**config.mk**
```make
export PLATFORM = sky130hd
export DESIGN_NAME = map_port_arbiter
export DESIGN_NICKNAME = d
export VERILOG_FILES = /design/src/rtl/map_pkg.sv /design/src/rtl/map_fill_engine.sv /design/src/rtl/map_port_arbiter.sv
export SDC_FILE = /design/constraint.sdc
export NUM_CORES = 1
export LEC_CHECK = 0
export ABC_AREA = 1
export BUFFER_PORTS_ARGS = -buffer_cell sky130_fd_sc_hd__buf_2
export CAP_MARGIN = 20
export CORE_MARGIN = 4
export CORE_UTILIZATION = 50
export CTS_CLUSTER_SIZE = 24
export DETAILED_ROUTE_END_ITERATION = 10
export HOLD_SLACK_MARGIN = 0.15
export PLACE_DENSITY = 0.81
export RECOVER_POWER = 50
export SETUP_SLACK_MARGIN = 0.02
export SKIP_LAST_GASP = 1
export SYNTH_ARGS = -nofsm -noshare
export SYNTH_HDL_FRONTEND = slang
export SYNTH_SLANG_ARGS = --single-unit
```
**constraint.sdc**
```tcl
create_clock -name i_clk -period 2.8 [get_ports i_clk]
set_clock_uncertainty 0.2 [all_clocks]
set_input_delay 0.14 -clock i_clk [delete_from_list [all_inputs] [get_ports i_clk]]
set_output_delay 0.14 -clock i_clk [all_outputs]
set_load 0.02 [all_outputs]
```
**src/rtl/map_pkg.sv**
```systemverilog
// map_pkg: shared map geometry, tile/pixel types, fill FSM states and tile address helper.
package map_pkg;
    localparam int MAP_W  = 128;
    localparam int MAP_H  = 96;
    localparam int DATA_W = 24;
    localparam int ADDR_W = 14;

    typedef logic [ADDR_W-1:0] tile_addr_t;
    typedef logic [DATA_W-1:0] pixel_t;
    typedef enum logic [1:0] {IDLE, FILL, DONE} fill_state_t;

    function automatic tile_addr_t tile_addr(input logic [7:0] x, input logic [6:0] y);
        return tile_addr_t'(y) * tile_addr_t'(MAP_W) + tile_addr_t'(x);
    endfunction
endpackage

```
**src/rtl/map_fill_engine.sv**
```systemverilog
// map_fill_engine: clipped rectangular fill FSM issuing one raster-order tile write per cycle.
module map_fill_engine
    import map_pkg::*;
(
    input  logic              i_clk,
    input  logic              i_reset,
    input  logic              i_start,
    input  logic [7:0]        i_x0,
    input  logic [7:0]        i_w,
    input  logic [6:0]        i_y0,
    input  logic [6:0]        i_h,
    input  logic [DATA_W-1:0] i_data,
    output logic              o_we,
    output logic [ADDR_W-1:0] o_addr,
    output logic [DATA_W-1:0] o_data,
    output logic              o_busy,
    output logic              o_done
);
    fill_state_t r_state;
    logic [7:0]  r_x, r_x0, r_xl;
    logic [6:0]  r_y, r_yl;
    pixel_t      r_data;
    logic        r_busy, r_done;
    logic [8:0]  w_xe;
    logic [7:0]  w_ye;
    logic [7:0]  w_xl;
    logic [6:0]  w_yl;
    logic        w_empty;

    // Exclusive end coordinates are clamped to the map edge so rows never wrap.
    assign w_xe    = 9'(i_x0) + 9'(i_w);
    assign w_ye    = 8'(i_y0) + 8'(i_h);
    assign w_xl    = (w_xe > 9'(MAP_W)) ? 8'(MAP_W - 1) : 8'(w_xe - 9'd1);
    assign w_yl    = (w_ye > 8'(MAP_H)) ? 7'(MAP_H - 1) : 7'(w_ye - 8'd1);
    assign w_empty = (i_w == '0) || (i_h == '0) || (9'(i_x0) >= 9'(MAP_W)) || (8'(i_y0) >= 8'(MAP_H));

    always_ff @(posedge i_clk) begin
        if (i_reset) begin
            r_state <= IDLE;
            r_busy  <= 1'b0;
            r_done  <= 1'b0;
            r_x     <= '0;
            r_x0    <= '0;
            r_xl    <= '0;
            r_y     <= '0;
            r_yl    <= '0;
            r_data  <= '0;
        end else begin
            r_done <= 1'b0;
            case (r_state)
                IDLE: if (i_start) begin
                    r_x     <= i_x0;
                    r_x0    <= i_x0;
                    r_xl    <= w_xl;
                    r_y     <= i_y0;
                    r_yl    <= w_yl;
                    r_data  <= i_data;
                    r_state <= w_empty ? DONE : FILL;
                    r_busy  <= ~w_empty;
                    r_done  <= w_empty;
                end
                FILL: if (r_x == r_xl) begin
                    r_x <= r_x0;
                    if (r_y == r_yl) begin
                        r_state <= DONE;
                        r_busy  <= 1'b0;
                        r_done  <= 1'b1;
                    end else begin
                        r_y <= r_y + 7'd1;
                    end
                end else begin
                    r_x <= r_x + 8'd1;
                end
                default: r_state <= IDLE;
            endcase
        end
    end

    assign o_we   = (r_state == FILL);
    assign o_addr = tile_addr(r_x, r_y);
    assign o_data = r_data;
    assign o_busy = r_busy;
    assign o_done = r_done;
endmodule

```
**src/rtl/map_port_arbiter.sv**
```systemverilog
// map_port_arbiter: map tile RAM port arbiter for two writers, a fill engine and a blanking-only reader.
// Build option MAP_FWD_EN: a read colliding with a same-cycle write returns the new write data.
module map_port_arbiter
    import map_pkg::*;
(
    input  logic              i_clk,
    input  logic              i_reset,
    input  logic              i_disp_active,
    input  logic [1:0]        i_wr_req,
    input  logic [ADDR_W-1:0] i_wr_addr0,
    input  logic [ADDR_W-1:0] i_wr_addr1,
    input  logic [DATA_W-1:0] i_wr_data0,
    input  logic [DATA_W-1:0] i_wr_data1,
    output logic [1:0]        o_wr_gnt,
    input  logic              i_rd_req,
    input  logic [ADDR_W-1:0] i_rd_addr,
    output logic              o_rd_gnt,
    output logic              o_rd_valid,
    output logic [DATA_W-1:0] o_rd_data,
    input  logic              i_fill_start,
    input  logic [7:0]        i_fill_x0,
    input  logic [7:0]        i_fill_w,
    input  logic [6:0]        i_fill_y0,
    input  logic [6:0]        i_fill_h,
    input  logic [DATA_W-1:0] i_fill_data,
    output logic              o_fill_busy,
    output logic              o_fill_done,
    output logic              o_ram_we,
    output logic [ADDR_W-1:0] o_ram_waddr,
    output logic [DATA_W-1:0] o_ram_wdata,
    output logic              o_ram_rsel,
    output logic [ADDR_W-1:0] o_ram_raddr,
    input  logic [DATA_W-1:0] i_ram_rdata
);
    logic       w_fill_we, w_fill_busy, w_fill_done, w_rd_gnt;
    tile_addr_t w_fill_addr;
    pixel_t     w_fill_data, w_rd_word;
    logic [1:0] w_gnt;
    logic       r_ptr, r_ram_we, r_rsel, r_valid;
    tile_addr_t r_waddr, r_raddr;
    pixel_t     r_wdata;

    map_fill_engine u_fill (
        .i_clk   (i_clk),
        .i_reset (i_reset),
        .i_start (i_fill_start),
        .i_x0    (i_fill_x0),
        .i_w     (i_fill_w),
        .i_y0    (i_fill_y0),
        .i_h     (i_fill_h),
        .i_data  (i_fill_data),
        .o_we    (w_fill_we),
        .o_addr  (w_fill_addr),
        .o_data  (w_fill_data),
        .o_busy  (w_fill_busy),
        .o_done  (w_fill_done)
    );

    // r_ptr remembers the last tie winner; a tie goes to the other requester.
    assign w_gnt    = (i_reset || w_fill_busy) ? 2'b00 : (&i_wr_req) ? (r_ptr ? 2'b01 : 2'b10) : i_wr_req;
    assign w_rd_gnt = i_rd_req & ~i_disp_active & ~r_rsel & ~i_reset;

    always_ff @(posedge i_clk) begin
        if (i_reset) begin
            r_ptr    <= 1'b1;
            r_ram_we <= 1'b0;
            r_waddr  <= '0;
            r_wdata  <= '0;
            r_rsel   <= 1'b0;
            r_raddr  <= '0;
            r_valid  <= 1'b0;
        end else begin
            r_ram_we <= w_fill_we | (|w_gnt);
            if (w_fill_we) begin
                r_waddr <= w_fill_addr;
                r_wdata <= w_fill_data;
            end else if (|w_gnt) begin
                r_waddr <= w_gnt[1] ? i_wr_addr1 : i_wr_addr0;
                r_wdata <= w_gnt[1] ? i_wr_data1 : i_wr_data0;
            end
            if (&i_wr_req && |w_gnt) r_ptr <= w_gnt[1];
            r_rsel  <= w_rd_gnt;
            if (w_rd_gnt) r_raddr <= i_rd_addr;
            r_valid <= r_rsel;
        end
    end

`ifdef MAP_FWD_EN
    logic   r_fwd;
    pixel_t r_fwd_data;

    always_ff @(posedge i_clk) begin
        if (i_reset) begin
            r_fwd      <= 1'b0;
            r_fwd_data <= '0;
        end else begin
            r_fwd      <= r_rsel & r_ram_we & (r_waddr == r_raddr);
            r_fwd_data <= r_wdata;
        end
    end

    assign w_rd_word = r_fwd ? r_fwd_data : i_ram_rdata;
`else
    assign w_rd_word = i_ram_rdata;
`endif

    // The RAM returns data in the valid cycle, so it is gated rather than re-registered.
    assign o_rd_data   = r_valid ? w_rd_word : '0;
    assign o_rd_valid  = r_valid;
    assign o_wr_gnt    = w_gnt;
    assign o_rd_gnt    = w_rd_gnt;
    assign o_fill_busy = w_fill_busy;
    assign o_fill_done = w_fill_done;
    assign o_ram_we    = r_ram_we;
    assign o_ram_waddr = r_waddr;
    assign o_ram_wdata = r_wdata;
    assign o_ram_rsel  = r_rsel;
    assign o_ram_raddr = r_raddr;
endmodule

```
==> metrics.txt <==
Power Density=about 550 mW/mm^2; first-pass GRT wire length=roughly 43,000 um; Final Util=0.770; Syn-to-layout area delta=49.7%; count of input and output buffers=about 260; fmax=~360 MHz; HP Start=i_fill_h[4]; mapped cell area=slightly below 0.007 mm^2; vias in the first global route=~8,600; final hold viol count=0; initial antenna violation count=1; Data required, critical path=2.89 ns; Fillers=a little over 900; die height=125 um; CP startpoint kind=primary input; DR pass1 iterations=6; leak pwr=between 4 and 5 nW; Setup Buffers After CTS=0; DP HPWL=roughly 16,000 um; Rows=42; worst setup path category=in2reg; CP top delay family=buffers and inverters; gpl congestion=about 0.87; H-tree depth=4; CTS tree=yes; width of the die=around 130 um; worst reg2reg startpoint=o_ram_rsel$_SDFF_PP0_; Syn Area/Cell=~6.7 um^2; Net count, final=1,609; Final Max Slew Viols=0; Worst-Margin Slew=~0.90 ns; Root Buffer=clkbuf_16; Worst Hold Class=in2reg; core area=roughly 0.013 mm^2; maximum vdd drop=429 uV; die area=~0.016 mm^2; syn_nets=around 1,200; Setup crit end kind=flip-flop; clk slew on worst S/H paths=approximately 0.06 ns; Tmin final=between 2 and 3 ns; Design Area, Final=just over 0.01 mm^2; CTS Buffer Depth=2; commonest cells after routing, fill and taps aside=243 x nand2_1, 200 x buf_2, 156 x dlygate4sd3_1; crit-path cells=dlygate4sd3_1 > buf_2 > buf_4 > inv_2 > buf_12 > nand2_1 > o21ai_0 > dlygate4sd3_1; count of state elements after synthesis=~120; Initial DRC Count=1,253; # placed instances=around 1,400; vias per inst=5.58; Max-slew headroom=0.399; Non-Filler Instances=between 1,500 and 2,000; commonest non-fill, non-tap cell in the layout=nand2_1; CP most frequent cell=dlygate4sd3_1; DRC=0; post-synthesis async set-or-reset flop share=0; final setup fails=0; Congestion Overflow GR=0; effective utilization at floorplan=0.514; synthesized netlist cell count=between 1,000 and 1,500; slowest stage cell, crit path=dlygate4sd3_1; total global-route track usage=0.335; Hold Path Stages=6; WL final=approximately 28,000 um; clock latency on the worst-skew pair=around 0.42 ns; Wirelength per Cell=approximately 17 um; CP max stage delay=between 0.6 and 0.7 ns; maxcap violations=0; antenna-violating nets left=0; Worst Reg2Reg Path Length in Cells=7; Post-synth EDFFs=0; critical path launch point=i_reset; worst-path maximum fanout=66; # IOs=approximately 260; Tot Pwr=approximately 5.7 mW; cell depth of the worst setup path=8; largest net degree at the start of global routing=67; distinct cell type count after synthesis=42; outcome=finished, final reports clean; Ys Warns=0; CP arrival=between 2 and 3 ns; CTS Buf Count=17; CP bufs+invs=6; final worst-path cycle share=0.989; Hold WS=approximately 0.18 ns; Vias=8,937; register area share after synthesis=0.356; placed cell area=0.00821 mm^2; clk sinks=roughly 120; top_reg_cell synth=dfxtp_1; fraction of layout cells with a size suffix above 1=0.193
[report_power, final]
group	switching (mW)	internal [mW]	leakage (nW)
Combinational	0.878	0.629	3.70
Clock	0.841	1.31	0.275
Sequential	0.137	1.90	1.01
[final cells by class]
| class | instances | area, um^2 | share of cell area |
|---|---|---|---|
| antenna | 1 | 2.50 | 0.000243 |
| clock buffer | 17 | 425 | 0.0414 |
| clock inverter | 15 | 154 | 0.0150 |
| inverter | 85 | 322 | 0.0313 |
| multi-input combinational | 761 | 3840 | 0.374 |
| sequential | 122 | 2440 | 0.238 |
| tap | 176 | 220 | 0.0214 |
| timing repair buffer | 424 | 2870 | 0.279 |
[metal layers]
metal	up-vias	routed length, um	GRT usage
met1	4015	10600	0.400
met2	634	13000	0.567
met4	0	1520	0.169
met5	-	0	0
met3	159	2520	0.0725
li1	4129	-	-
[cells by family (layout without fill, tap and decap cells)]
family / count (synthesis) / after routing / share of synthesized area
AO/OA/AOI/OAI: 233 / 233 / 0.180
XOR/XNOR: 30 / 30 / 0.0394
adder cells (fa/ha/maj): 23 / 23 / 0.0441
buffers and inverters: 141 / 541 / 0.0844
flip-flops: 122 / 122 / 0.356
other: 0 / 1 / 0
AND/OR/NAND/NOR: 475 / 475 / 0.297
[tightest hold or removal path: stages]
cell and delay (ns):
buf_2 0.09, nor4_1 0.04, a22oi_1 0.19, nand2_1 0.11, nand2_1 0.10, a21oi_1 0.07
[repair_timing]
item | 4_1_cts | 5_1_grt
setup endpoints to repair | 0 | 16
resized for setup | 0 | 4
hold endpoints to repair | 117 | 0
hold buffers | 156 | 0
[path summary, 6_finish.rpt]
path | slack, ns | end
max | 0.03 | o_ram_raddr[12]$_SDFFE_PP0P_
min | 0.18 | u_fill.r_state[1]$_SDFFE_PP0P_
max reg2reg | 0.06 | o_ram_raddr[12]$_SDFFE_PP0P_
min reg2reg | 0.27 | u_fill.r_x0[4]$_SDFFE_PP0P_
[registers in the layout, summed over array words and instances (netlist names)]
name and flops:
u_fill.r_x0 8, o_ram_waddr 14, o_rd_valid 1, u_fill.r_xl 8, o_ram_we 1, u_fill.r_y 7
o_ram_wdata 24, o_ram_raddr 14, u_fill.r_yl 7, u_fill.o_done 1, r_ptr 1, u_fill.o_data 24
u_fill.r_x 8, o_ram_rsel 1, u_fill.r_state 2, u_fill.o_busy 1
[through the flow]
stage | worst slack [ns] | TNS (ns)
detailed placement | 0.443 | 0
CTS | 0.185 | 0
finish | 0.0300 | 0
floorplan | 0.696 | 0
global route | -0.0270 | -0.0270
global placement | 0.520 | 0
[synth_stat cells (4+ instances only)]
| cell | number | area, um^2 |
|---|---|---|
| nand2_1 | 242 | 908 |
| nor2_1 | 133 | 499 |
| dfxtp_1 | 122 | 2440 |
| o21ai_0 | 99 | 495 |
| inv_1 | 76 | 285 |
| a21oi_1 | 66 | 330 |
| nand3_1 | 58 | 290 |
| o21ai_1 | 32 | 160 |
| a31oi_1 | 24 | 150 |
| clkbuf_1 | 22 | 82.6 |
| xnor2_1 | 22 | 193 |
| ha_1 | 21 | 263 |
| buf_2 | 19 | 95.1 |
| inv_2 | 8 | 30.0 |
| buf_1 | 7 | 26.3 |
| nand2_2 | 7 | 43.8 |
| xor2_1 | 7 | 61.3 |
| nor3_1 | 6 | 30.0 |
| nand3_2 | 5 | 50.1 |
| nor2_4 | 5 | 56.3 |
| o211ai_1 | 5 | 37.5 |
| buf_4 | 4 | 30.0 |
No activity file was read; power rests on OpenSTA's default activity.
